File: src/rtl/sensor_sampler.sv
// ============================================================================
// sensor_sampler: sync + debounce of raw sensor bus, valid/ready publisher.
// Optional macro SENSOR_SAMPLE_COUNT_EN adds an 8-bit handshake counter.
// Rev 1.0
// ============================================================================
`default_nettype none

module sensor_sampler #(
   parameter int WIDTH           = 4,
   parameter int DEBOUNCE_CYCLES = 8,
   parameter int CNT_W           = 8
) (
   input  logic             clk,
   input  logic             rst_n,
   input  logic [WIDTH-1:0] sensor_raw,
   output logic [WIDTH-1:0] sample_data,
   output logic             sample_valid,
   input  logic             sample_ready,
   output logic             overrun
`ifdef SENSOR_SAMPLE_COUNT_EN
   ,
   output logic [7:0]       sample_count
`endif
);

   localparam logic [0:0]       c_st_idle  = 1'b0;
   localparam logic [0:0]       c_st_valid = 1'b1;
   localparam logic [CNT_W-1:0] c_cnt_last = CNT_W'(DEBOUNCE_CYCLES - 1);
   localparam logic [CNT_W-1:0] c_cnt_fire = CNT_W'(DEBOUNCE_CYCLES - 2);

   logic [WIDTH-1:0] r_sync1, r_sync2, r_cand, r_stable, r_pend, r_data;
   logic [CNT_W-1:0] r_cnt;
   logic             r_pend_v, r_overrun;
   logic [0:0]       r_state, w_state_nxt;
   logic             w_event, w_hs, w_valid;

   // Event fires on the edge where the counter reaches its saturation value.
   assign w_event = (r_sync2 == r_cand) && (r_cnt == c_cnt_fire) && (r_cand != r_stable);
   assign w_hs    = w_valid & sample_ready;

   always_ff @(posedge clk or negedge rst_n) begin
      if (!rst_n) begin
         r_sync1  <= '0;
         r_sync2  <= '0;
         r_cand   <= '0;
         r_cnt    <= '0;
         r_stable <= '0;
      end else begin
         r_sync1 <= sensor_raw;
         r_sync2 <= r_sync1;
         if (r_sync2 != r_cand) begin
            r_cand <= r_sync2;
            r_cnt  <= '0;
         end else if (r_cnt < c_cnt_last) begin
            r_cnt <= r_cnt + 1'b1;
         end
         if (w_event)
            r_stable <= r_cand;
      end
   end

   always_ff @(posedge clk or negedge rst_n) begin
      if (!rst_n)
         r_state <= c_st_idle;
      else
         r_state <= w_state_nxt;
   end

   always_comb begin
      w_state_nxt = r_state;
      case (r_state)
         c_st_idle:  if (w_event) w_state_nxt = c_st_valid;
         c_st_valid: if (w_hs && !w_event && !r_pend_v) w_state_nxt = c_st_idle;
         default:    w_state_nxt = c_st_idle;
      endcase
   end

   always_comb begin
      w_valid = (r_state == c_st_valid);
   end

   // A coinciding event supersedes any pending value, since cand is newer.
   always_ff @(posedge clk or negedge rst_n) begin
      if (!rst_n) begin
         r_data    <= '0;
         r_pend    <= '0;
         r_pend_v  <= 1'b0;
         r_overrun <= 1'b0;
      end else begin
         r_overrun <= 1'b0;
         if (r_state == c_st_idle) begin
            if (w_event)
               r_data <= r_cand;
         end else if (w_hs) begin
            if (w_event)
               r_data <= r_cand;
            else if (r_pend_v)
               r_data <= r_pend;
            r_pend_v <= 1'b0;
         end else if (w_event) begin
            r_pend    <= r_cand;
            r_pend_v  <= 1'b1;
            r_overrun <= r_pend_v;
         end
      end
   end

   assign sample_data  = r_data;
   assign sample_valid = w_valid;
   assign overrun      = r_overrun;

`ifdef SENSOR_SAMPLE_COUNT_EN
   logic [7:0] r_count;

   always_ff @(posedge clk or negedge rst_n) begin
      if (!rst_n)
         r_count <= '0;
      else if (w_hs)
         r_count <= r_count + 8'd1;
   end

   assign sample_count = r_count;
`endif

endmodule

`default_nettype wire

File: config.mk
export PLATFORM = sky130hd
export DESIGN_NAME = sensor_sampler
export DESIGN_NICKNAME = d
export VERILOG_FILES = /design/src/rtl/sensor_sampler.sv
export SDC_FILE = /design/constraint.sdc
export NUM_CORES = 1
export LEC_CHECK = 0
export BUFFER_PORTS_ARGS = -buffer_cell sky130_fd_sc_hd__buf_2
export CORE_UTILIZATION = 57
export DETAILED_ROUTE_END_ITERATION = 16
export GPL_TIMING_DRIVEN = 0
export PLACE_DENSITY = 0.77
export SETUP_SLACK_MARGIN = 0.5
export SLEW_MARGIN = 20
export SYNTH_ARGS = -nofsm -noshare
export SYNTH_HDL_FRONTEND = slang
export SYNTH_SLANG_ARGS = --single-unit
File: constraint.sdc
create_clock -name clk -period 2.48 [get_ports clk]
set_input_delay 0.124 -clock clk [delete_from_list [all_inputs] [get_ports clk]]
set_output_delay 0.124 -clock clk [all_outputs]
set_load 0.05 [all_outputs]
==> results of run 1 <==
## path summary, 6_finish.rpt
check / slack (ns) / cells past startpoint / end
worst max-delay path: 0.41 / 4 / r_stable[2]
worst min register to register: 0.36 / 0 / r_sync2[3]
max in group asynchronous: 1.62 / 2 / r_sync1[1]
worst max register to register: 0.41 / 4 / r_stable[2]
worst min-delay path: 0.22 / 4 / sample_valid
min in group asynchronous: 0.37 / 2 / sample_data[3]
## synthesized netlist by cell type, drive strengths merged, types with 3 or more instances
master  number  share of area (%)
dfrtp       35                 60
nand2       15                3.8
mux2         8                6.1
and2         6                2.6
clkbuf       6                1.5
nor2         6                1.5
xnor2        5                3.0
nand4        4                1.7
xor2         4                2.4
a21oi        3                1.0
nor4         3                1.7
o21ai        3                1.0
## per-layer routing
metal | track usage (%) | routed length (um) | part of all wire (%) | up-vias
met2 | 39.2 | 1470 | 51 | 41
li1 | - | - | - | 485
met5 | 0 | 0 | 0 | -
met1 | 26.1 | 1210 | 42 | 497
met4 | 12.7 | 65 | 2.3 | 0
met3 | 8.99 | 140 | 4.9 | 9
## cells by family (layout without fill, tap and decap cells)
kind of cell	Yosys count	count (layout)	share of synthesized area, %
buf+inv	8	38	2.05
compound gates	15	15	7.51
fa+ha+maj	2	2	1.71
simple gates	44	44	17.4
xor+xnor	9	9	5.38
mux	8	8	6.15
flops	35	35	59.8
## report_power, final
part	internal [mW]	switching, mW	total, mW	leakage (nW)
clock network	0.313	0.201	0.515	0.0514
registers	0.581	0.00972	0.591	0.451
logic	0.0223	0.0298	0.0521	0.343
total	0.917	0.241	1.16	0.845
## cell type report
type	count	area [um^2]	area share [%]
inverters	2	7.51	0.420
multi-input cells	78	582	32.5
repair buffers	22	158	8.81
clock buffers	5	37.5	2.10
clock inverters	3	67.6	3.78
flip-flops and latches	35	876	49.0
well taps	30	37.5	2.10
plain buffers	6	23.8	1.33
## state kept, by name, indices dropped and copies added (netlist names)
signal        cells
r_cand            4
r_sync1           4
overrun           1
r_cnt             8
sample_data       4
r_sync2           4
r_pend_v          1
sample_valid      1
r_stable          4
r_pend            4
## per-stage QoR
step                area (um^2)  setup slack, ns  utilization, %  std cells  power, mW
floorplan                  1470            0.501               -        121      0.621
global placement           1560            0.393            63.5        162      0.641
detailed placement         1560            0.365            63.5        162      0.643
CTS                        1750            0.392            71.4        178       1.16
global route               1790            0.348            72.9        181       1.20
finish                     1790            0.411            72.9        181       1.16
## placed cells by master, fill, tap and decap left out, types with 3 or more instances in the layout
cell            n
dfrtp_1        35
nand2_1        15
buf_2          11
and2_1          6
nor2_1          6
xnor2_1         5
clkbuf_1        5
clkbuf_4        5
dlygate4sd3_1   5
xor2_1          4
nand4_1         4
buf_4           4
mux2_1          3
mux2_4          3
a21oi_1         3
## critical path: cells and delay by family (launching register included)
kind,cells,cell delay [ns]
multiplexers,1,0.34
flip-flops,1,0.39
AND/OR/NAND/NOR,3,1.24
## timing repair
action,4_1_cts,5_1_grt
hold buffers,5,0
endpoints found under the setup margin,9,12
buffers inserted,3,3
endpoints found under the hold margin,39,0
pin swaps,4,6
resized for setup,5,4
==> impl_metrics.py, run 1 <==
metrics = {
    "run_status": {
        "outcome": "finished, final reports clean",
    },
    "die": {
        "die_w_um": 52.7,
        "row_count": 18,
        "io_pins": 13,
        "initial_utilization_pct": 59.7,
        "core-area_mm2": 0.00245,
        "die_y_um": 52.7,
        "dieArea_mm2": 0.00278,
    },
    "setup_path": {
        "critPathArrivalTime_ns": 2.30,
        "crit_chain": "or4_4 > or3_4 > nor3_4 > mux2_4",
        "worstReg2RegStart": "r_cnt[5]",
        "critPathLaunch": "r_cnt[5]",
        "critPathKind": "reg -> reg",
        "cp_slowest_cell": "or4_4",
        "cp-start-kind": "flop",
        "required_ns": 2.71,
        "critPathMaxStageDelay_ns": 0.57,
        "crit_fanout": 4,
        "end_kind": "flop",
    },
    "global_route": {
        "grt_pass1_wl_um": 4450,
        "antenna_found_initial": 0,
        "grt_start_max_net_pins": 36,
        "grt_pass1_vias": 991,
        "grt_overflow": 0,
        "groute.usage.overall_pct": 23.7,
    },
    "cells_and_area": {
        "syn_to_final_growth_pct": 22.1,
        "drive_gt1_share_pct": 25.8,
        "fillers": 166,
        "nets": 159,
        "n_antenna_cell": 0,
    },
    "synth": {
        "syn_area_mm2": 0.00147,
        "syn_nets": 130,
        "synth-edff-count": 0,
        "async_flop_share_pct": 100,
        "postSynthCellCount": 121,
        "ys_seq_area_share_pct": 59.8,
        "ys_types": 32,
        "yosysWarnings": 0,
        "syn-mean-instance-area_um2": 12.1,
        "synth_flop_cell": "dfrtp_1",
        "ys_ff_latch": 35,
    },
    "clock_network": {
        "clock_latency_ns": 0.35,
        "cts_buffers": 5,
        "htreeDepth": 2,
        "cts.sink_count": 35,
        "clk_pin_slew_ns": 0.12,
        "ctsLongestPathBuffers": 2,
        "cts_root_buf": "clkbuf_4",
        "cts_tree": "built",
    },
    "placement": {
        "gp_congestion": 0.733,
        "portBuffers": 11,
        "hpwl_um": 1710,
    },
    "drt": {
        "vias_per_cell": 5.70,
        "drt_pass1_iterations": 4,
        "drc": 0,
        "ant_nets": 0,
        "drtIter0Drc": 27,
        "wire_per_inst_um": 15.9,
        "num_vias": 1032,
        "drt_wl_total_um": 2890,
    },
    "sta": {
        "max_slew_margin_pct": 50.3,
        "final.setup.tns_ns": 0,
        "setup_viol": 0,
        "hold_viol_final": 0,
        "tightestPinTransition_ns": 0.746,
        "grt_setup_unrepaired": "true",
        "fmax_mhz": 483,
        "slew_viol_final": 0,
        "whs_ns": 0.215,
        "finalCriticalPeriod_ns": 2.07,
        "post-route-period-util_pct": 83.4,
        "skew_ns": 0.0184,
    },
    "pwr": {
        "leakagePower_nw": 0.845,
        "irDropWorstVdd_mv": 0.547,
        "power_density_mw_per_mm2": 647,
    },
    "min_path": {
        "worst_hold_path_type": "in -> reg",
        "min_from": "sample_ready",
    },
    "run": {
        "cap_violations": 0,
    },
}
Note: power is estimated with default switching activity, not from simulation.
==> inputs of run 2 (changes only) <==
==> constraint.sdc (replaced) <==
create_clock -name clk -period 2.1 [get_ports clk]
set_input_delay 0.105 -clock clk [delete_from_list [all_inputs] [get_ports clk]]
set_output_delay 0.105 -clock clk [all_outputs]
set_load 0.05 [all_outputs]
==> impl_metrics.py, run 2 (synthesis gave the netlist of run 1 again) <==
metrics = {
    "run_status": {
        "outcome": "finished, final reports clean",
    },
    "setup_path": {
        "crit_family": "simple AND/OR/NAND/NOR gates",
        "cp_num_buf_inv": 1,
        "end_kind": "flop",
        "critPathArrivalTime_ns": 2.23,
        "ff2ff_path_depth": 5,
        "critPathMaxStageDelay_ns": 0.54,
        "crit_fanout": 3,
        "cp_slowest_cell": "or4_4",
        "ff2ff_setup_slack_ns": 0.07,
        "critPathLaunch": "r_cnt[4]",
        "critPathKind": "reg -> reg",
        "crit_chain": "or4_4 > or3_4 > nor3_4 > buf_6 > mux2_1",
        "cp.depth": 5,
        "r2r_end": "r_stable[2]",
        "cp-start-kind": "flop",
        "required_ns": 2.31,
        "endpoint": "r_stable[2]",
        "worstReg2RegStart": "r_cnt[4]",
    },
    "drt": {
        "drt_wl_total_um": 2770,
        "drc": 0,
        "ant_nets": 0,
        "wire_per_inst_um": 14.7,
        "drt_pass1_iterations": 4,
        "num_vias": 1067,
        "vias_per_cell": 5.65,
        "drtIter0Drc": 14,
    },
    "global_route": {
        "antenna_found_initial": 0,
        "grt_overflow": 0,
        "use_met2_pct": 38.6,
        "grt_pass1_wl_um": 4430,
        "grt_start_max_net_pins": 36,
        "busiest_layer": "met2",
        "grt_pass1_vias": 1018,
        "groute.usage.overall_pct": 23.2,
        "use_met1_pct": 27.5,
        "grtUsageMet3_pct": 9.57,
    },
    "placement": {
        "portBuffers": 11,
        "placed_cell_area_mm2": 0.00156,
        "hpwl_um": 1680,
        "gp_congestion": 0.751,
    },
    "cells_and_area": {
        "drive_gt1_share_pct": 29.6,
        "regMostFlops": "r_cnt",
        "largest_reg_flops": 8,
        "fin_area_mm2": 0.00182,
        "fillers": 162,
        "syn_to_final_growth_pct": 24.4,
        "layout_common_cells": "34 x dfrtp_1, 15 x nand2_1, 11 x buf_2, 11 x buf_4, 7 x clkbuf_1",
        "n_antenna_cell": 0,
        "nets": 167,
        "final_common_cell": "dfrtp_1",
    },
    "die": {
        "die_w_um": 52.7,
        "core-area_mm2": 0.00245,
        "die_y_um": 52.7,
        "io_pins": 13,
        "row_count": 18,
        "dieArea_mm2": 0.00278,
        "initial_utilization_pct": 59.7,
    },
    "clock_network": {
        "htreeDepth": 2,
        "clock_latency_ns": 0.33,
        "cts_tree": "built",
        "ctsLongestPathBuffers": 2,
        "cts_root_buf": "clkbuf_4",
        "cts_buffers": 5,
        "clk_pin_slew_ns": 0.10,
        "cts.sink_count": 35,
    },
    "sta": {
        "slew_viol_final": 0,
        "max_slew_margin_pct": 50.8,
        "post-route-period-util_pct": 96.5,
        "skew_ns": 0.0130,
        "hold_viol_final": 0,
        "final.setup.tns_ns": 0,
        "setup_viol": 0,
        "fmax_mhz": 493,
        "grt_setup_unrepaired": "true",
        "tightestPinTransition_ns": 0.738,
        "finalCriticalPeriod_ns": 2.03,
    },
    "pwr": {
        "power_density_mw_per_mm2": 603,
        "leakagePower_nw": 0.859,
        "irDropWorstVdd_mv": 0.586,
    },
    "min_path": {
        "worst_hold_path_type": "in -> reg",
    },
    "run": {
        "cap_violations": 0,
    },
}
## run 2: timing repair
action                                 CTS  global route
setup endpoints to repair               16            18
setup buffers                           12             2
hold buffers                             5             0
pin swaps                                3             3
gates resized for setup                  9             4
endpoints found under the hold margin   39             0
## run 2: final cells by class
| type | count | area [um^2] | area share, % |
|---|---|---|---|
| Buffer | 6 | 23.8 | 1.30 |
| Clock buffer | 7 | 45.0 | 2.47 |
| Clock inverter | 1 | 5.00 | 0.275 |
| Inverter | 2 | 7.51 | 0.412 |
| Multi-Input combinational cell | 78 | 606 | 33.2 |
| Sequential cell | 35 | 877 | 48.1 |
| Tap cell | 30 | 37.5 | 2.06 |
| Timing Repair Buffer | 30 | 221 | 12.1 |
## run 2: through the flow
stage / hold WS (ns) / std cells / utilization, % / power, mW / worst slack (ns)
2_1_floorplan: -0.191 / 121 / - / 0.734 / 0.161
5_1_grt: 0.171 / 189 / 74.3 / 1.15 / 0.0215
4_1_cts: 0.158 / 187 / 72.7 / 1.10 / 0.0717
3_3_place_gp: 0.202 / 162 / 63.6 / 0.757 / 0.0582
3_5_place_dp: 0.207 / 162 / 63.6 / 0.760 / 0.0255
6_report: 0.177 / 189 / 74.3 / 1.10 / 0.0731
## run 2: worst min-delay path, cell delays in order
cell and delay, ns:
clkbuf_1 0.16, nand2_1 0.11, nand2_1 0.05, nand2_1 0.05
## run 2: worst min-delay path by stage
stage	start	to	slack [ns]	depth (start not counted)
floorplan	rst_n	overrun	-0.19	0
global route	sample_ready	r_pend_v	0.17	4
CTS	sample_ready	r_pend_v	0.16	4
detailed placement	rst_n	sample_data[2]	0.21	1
global placement	rst_n	sample_data[2]	0.20	1
finish	sample_ready	r_pend_v	0.18	4
## run 2: where the power goes
group	total, mW	switching [mW]	internal [mW]
clock network	0.340	0.209	0.131
registers	0.697	0.0101	0.687
logic	0.0630	0.0360	0.0270
## run 2: metal layers
metal,wire (um),vias to the layer above
li1,-,501
met1,1230,517
met2,1370,45
met3,147,4
met4,25,0
met5,0,-
==> inputs of run 3 (changes only) <==
--- a/config.mk
+++ b/config.mk
@@ -6,10 +6,13 @@
 export NUM_CORES = 1
 export LEC_CHECK = 0
 export BUFFER_PORTS_ARGS = -buffer_cell sky130_fd_sc_hd__buf_2
-export CORE_UTILIZATION = 57
+export CELL_PAD_IN_SITES_DETAIL_PLACEMENT = 1
+export CELL_PAD_IN_SITES_GLOBAL_PLACEMENT = 1
+export CORE_UTILIZATION = 46
+export CTS_CLUSTER_DIAMETER = 120
 export DETAILED_ROUTE_END_ITERATION = 16
 export GPL_TIMING_DRIVEN = 0
-export PLACE_DENSITY = 0.77
+export PLACE_DENSITY_LB_ADDON = 0.1
 export SETUP_SLACK_MARGIN = 0.5
 export SLEW_MARGIN = 20
 export SYNTH_ARGS = -nofsm -noshare
==> impl_metrics.py, run 3 (synthesis gave the netlist of run 1 again) <==
metrics = {
    "drt": {
        "ant_nets": 0,
        "drt_pass1_iterations": 4,
        "drc": 0,
        "num_vias": 1060,
        "drt_wl_total_um": 3240,
        "drtIter0Drc": 40,
        "vias_per_cell": 5.25,
        "wire_per_inst_um": 16.0,
    },
    "pwr": {
        "pwr-share-seq_pct": 59.4,
        "irDropWorstVdd_mv": 0.365,
        "combPwrFrac_pct": 6.0,
        "leakagePower_nw": 0.862,
        "sw_frac_of_total_pct": 22.2,
        "p_sw_uw": 260,
        "power.share.clock_pct": 34.6,
        "finalPower_mw": 1.17,
        "cell_internal_pwr_uw": 914,
        "power_density_mw_per_mm2": 627,
    },
    "cells_and_area": {
        "largest_reg_flops": 8,
        "n_antenna_cell": 0,
        "nets": 166,
        "final_common_cell": "dfrtp_1",
        "layout_common_cells": "31 x dfrtp_1, 15 x nand2_1, 11 x buf_2, 11 x buf_4",
        "drive_gt1_share_pct": 32.3,
        "syn_to_final_growth_pct": 27.9,
        "regMostFlops": "r_cnt",
        "fin_area_mm2": 0.00187,
    },
    "clock_network": {
        "htreeDepth": 2,
        "cts_root_buf": "clkbuf_4",
        "clk_pin_slew_ns": 0.11,
        "ctsLongestPathBuffers": 2,
        "cts_tree": "built",
        "cts_buffers": 5,
        "clock_latency_ns": 0.33,
        "cts.sink_count": 35,
    },
    "global_route": {
        "use_met1_pct": 25.3,
        "busiest_layer": "met2",
        "grt_pass1_wl_um": 5090,
        "grt_overflow": 0,
        "antenna_found_initial": 0,
        "grtUsageMet3_pct": 6.59,
        "groute.usage.overall_pct": 21.1,
        "grt_start_max_net_pins": 36,
        "use_met2_pct": 35.0,
        "grt_pass1_vias": 1124,
    },
    "die": {
        "die_y_um": 58.4,
        "io_pins": 13,
        "initial_utilization_pct": 48.4,
        "core-area_mm2": 0.00303,
        "dieArea_mm2": 0.00341,
        "die_w_um": 58.4,
        "row_count": 20,
    },
    "placement": {
        "placed_cell_area_mm2": 0.00158,
        "hpwl_um": 1990,
        "gp_congestion": 0.767,
        "portBuffers": 11,
        "dpl_worst_slack_ns": 0.00651,
    },
    "sta": {
        "hold_viol_final": 0,
        "skew_ns": 0.0108,
        "finalCriticalPeriod_ns": 2.08,
        "max_slew_margin_pct": 48.9,
        "post-route-period-util_pct": 98.9,
        "grt_setup_unrepaired": "true",
        "slew_viol_final": 0,
        "final.setup.tns_ns": 0,
        "tightestPinTransition_ns": 0.766,
        "setup_viol": 0,
        "fmax_mhz": 482,
        "worst_slack_ns": 0.0235,
    },
    "setup_path": {
        "required_ns": 2.32,
        "critPathKind": "reg -> reg",
        "end_kind": "flop",
        "crit_fanout": 5,
        "critPathArrivalTime_ns": 2.30,
        "cp-start-kind": "flop",
    },
    "run": {
        "cap_violations": 0,
    },
    "min_path": {
        "worst_hold_path_type": "in -> reg",
    },
    "run_status": {
        "outcome": "finished, final reports clean",
    },
}
[run 3: cell types whose count changed in the layout (fill, tap and decap cells not counted), moves of 2 or more]
cell,previous run,this run
dfrtp_1,34,31
dfrtp_2,1,4
mux2_1,3,6
mux2_4,3,0
clkbuf_8,0,2
nor4_4,1,3
o21ai_1,2,0
o21ai_2,0,2
[run 3: critical path, cell delays in order, from the launching register on]
cell and delay, ns:
dfrtp_1 0.39, or4_4 0.56, buf_4 0.17, nor3_4 0.19
nand4_1 0.17, buf_6 0.18, mux2_1 0.31
[run 3: metal layers]
layer  routed length [um]  vias up
li1                     -      494
met1                 1380      530
met2                 1660       26
met3                  108       10
met4                   90        0
met5                    0        -
[run 3: worst paths after layout]
check	startpoint	to	slack, ns	depth (start not counted)
min	sample_ready	r_pend_v	0.21	4
max reg2reg	r_cnt[4]	r_pend[2]	0.02	6
min in group asynchronous	rst_n	sample_data[0]	0.38	2
max	r_cnt[4]	r_pend[2]	0.02	6
max in group asynchronous	rst_n	r_cand[3]	1.17	2
min reg2reg	r_sync1[3]	r_sync2[3]	0.36	0
[run 3: through the flow]
step                      std cells  hold slack [ns]  util [%]
after floorplan                 121           -0.191         -
after global placement          176            0.208      52.1
after detailed placement        176            0.215      52.1
after CTS                       198            0.162      58.9
after global routing            202            0.227      61.9
final                           202            0.207      61.9
[run 3: power groups by stage]
stage	sequential [mW]	combinational [mW]	clock [mW]
2_1_floorplan	0.708	0.0258	0
3_3_place_gp	0.711	0.0479	0
3_5_place_dp	0.712	0.0505	0
4_1_cts	0.698	0.0653	0.425
5_1_grt	0.700	0.0785	0.455
6_report	0.697	0.0709	0.406
[run 3: final cells by class]
| type | count | area, um^2 |
|---|---|---|
| plain buffers | 6 | 23.8 |
| clock buffers | 8 | 68.8 |
| fillers | 317 | 1150 |
| inverters | 2 | 7.51 |
| multi-input cells | 78 | 628 |
| flip-flops and latches | 35 | 881 |
| well taps | 44 | 55.1 |
| repair buffers | 29 | 210 |
[run 3: what timing repair did]
action	CTS	global route
hold buffers	5	0
setup buffers	9	4
hold endpoints to repair	39	0
pin swaps	3	5
setup endpoints to repair	17	19
resized for setup	7	11
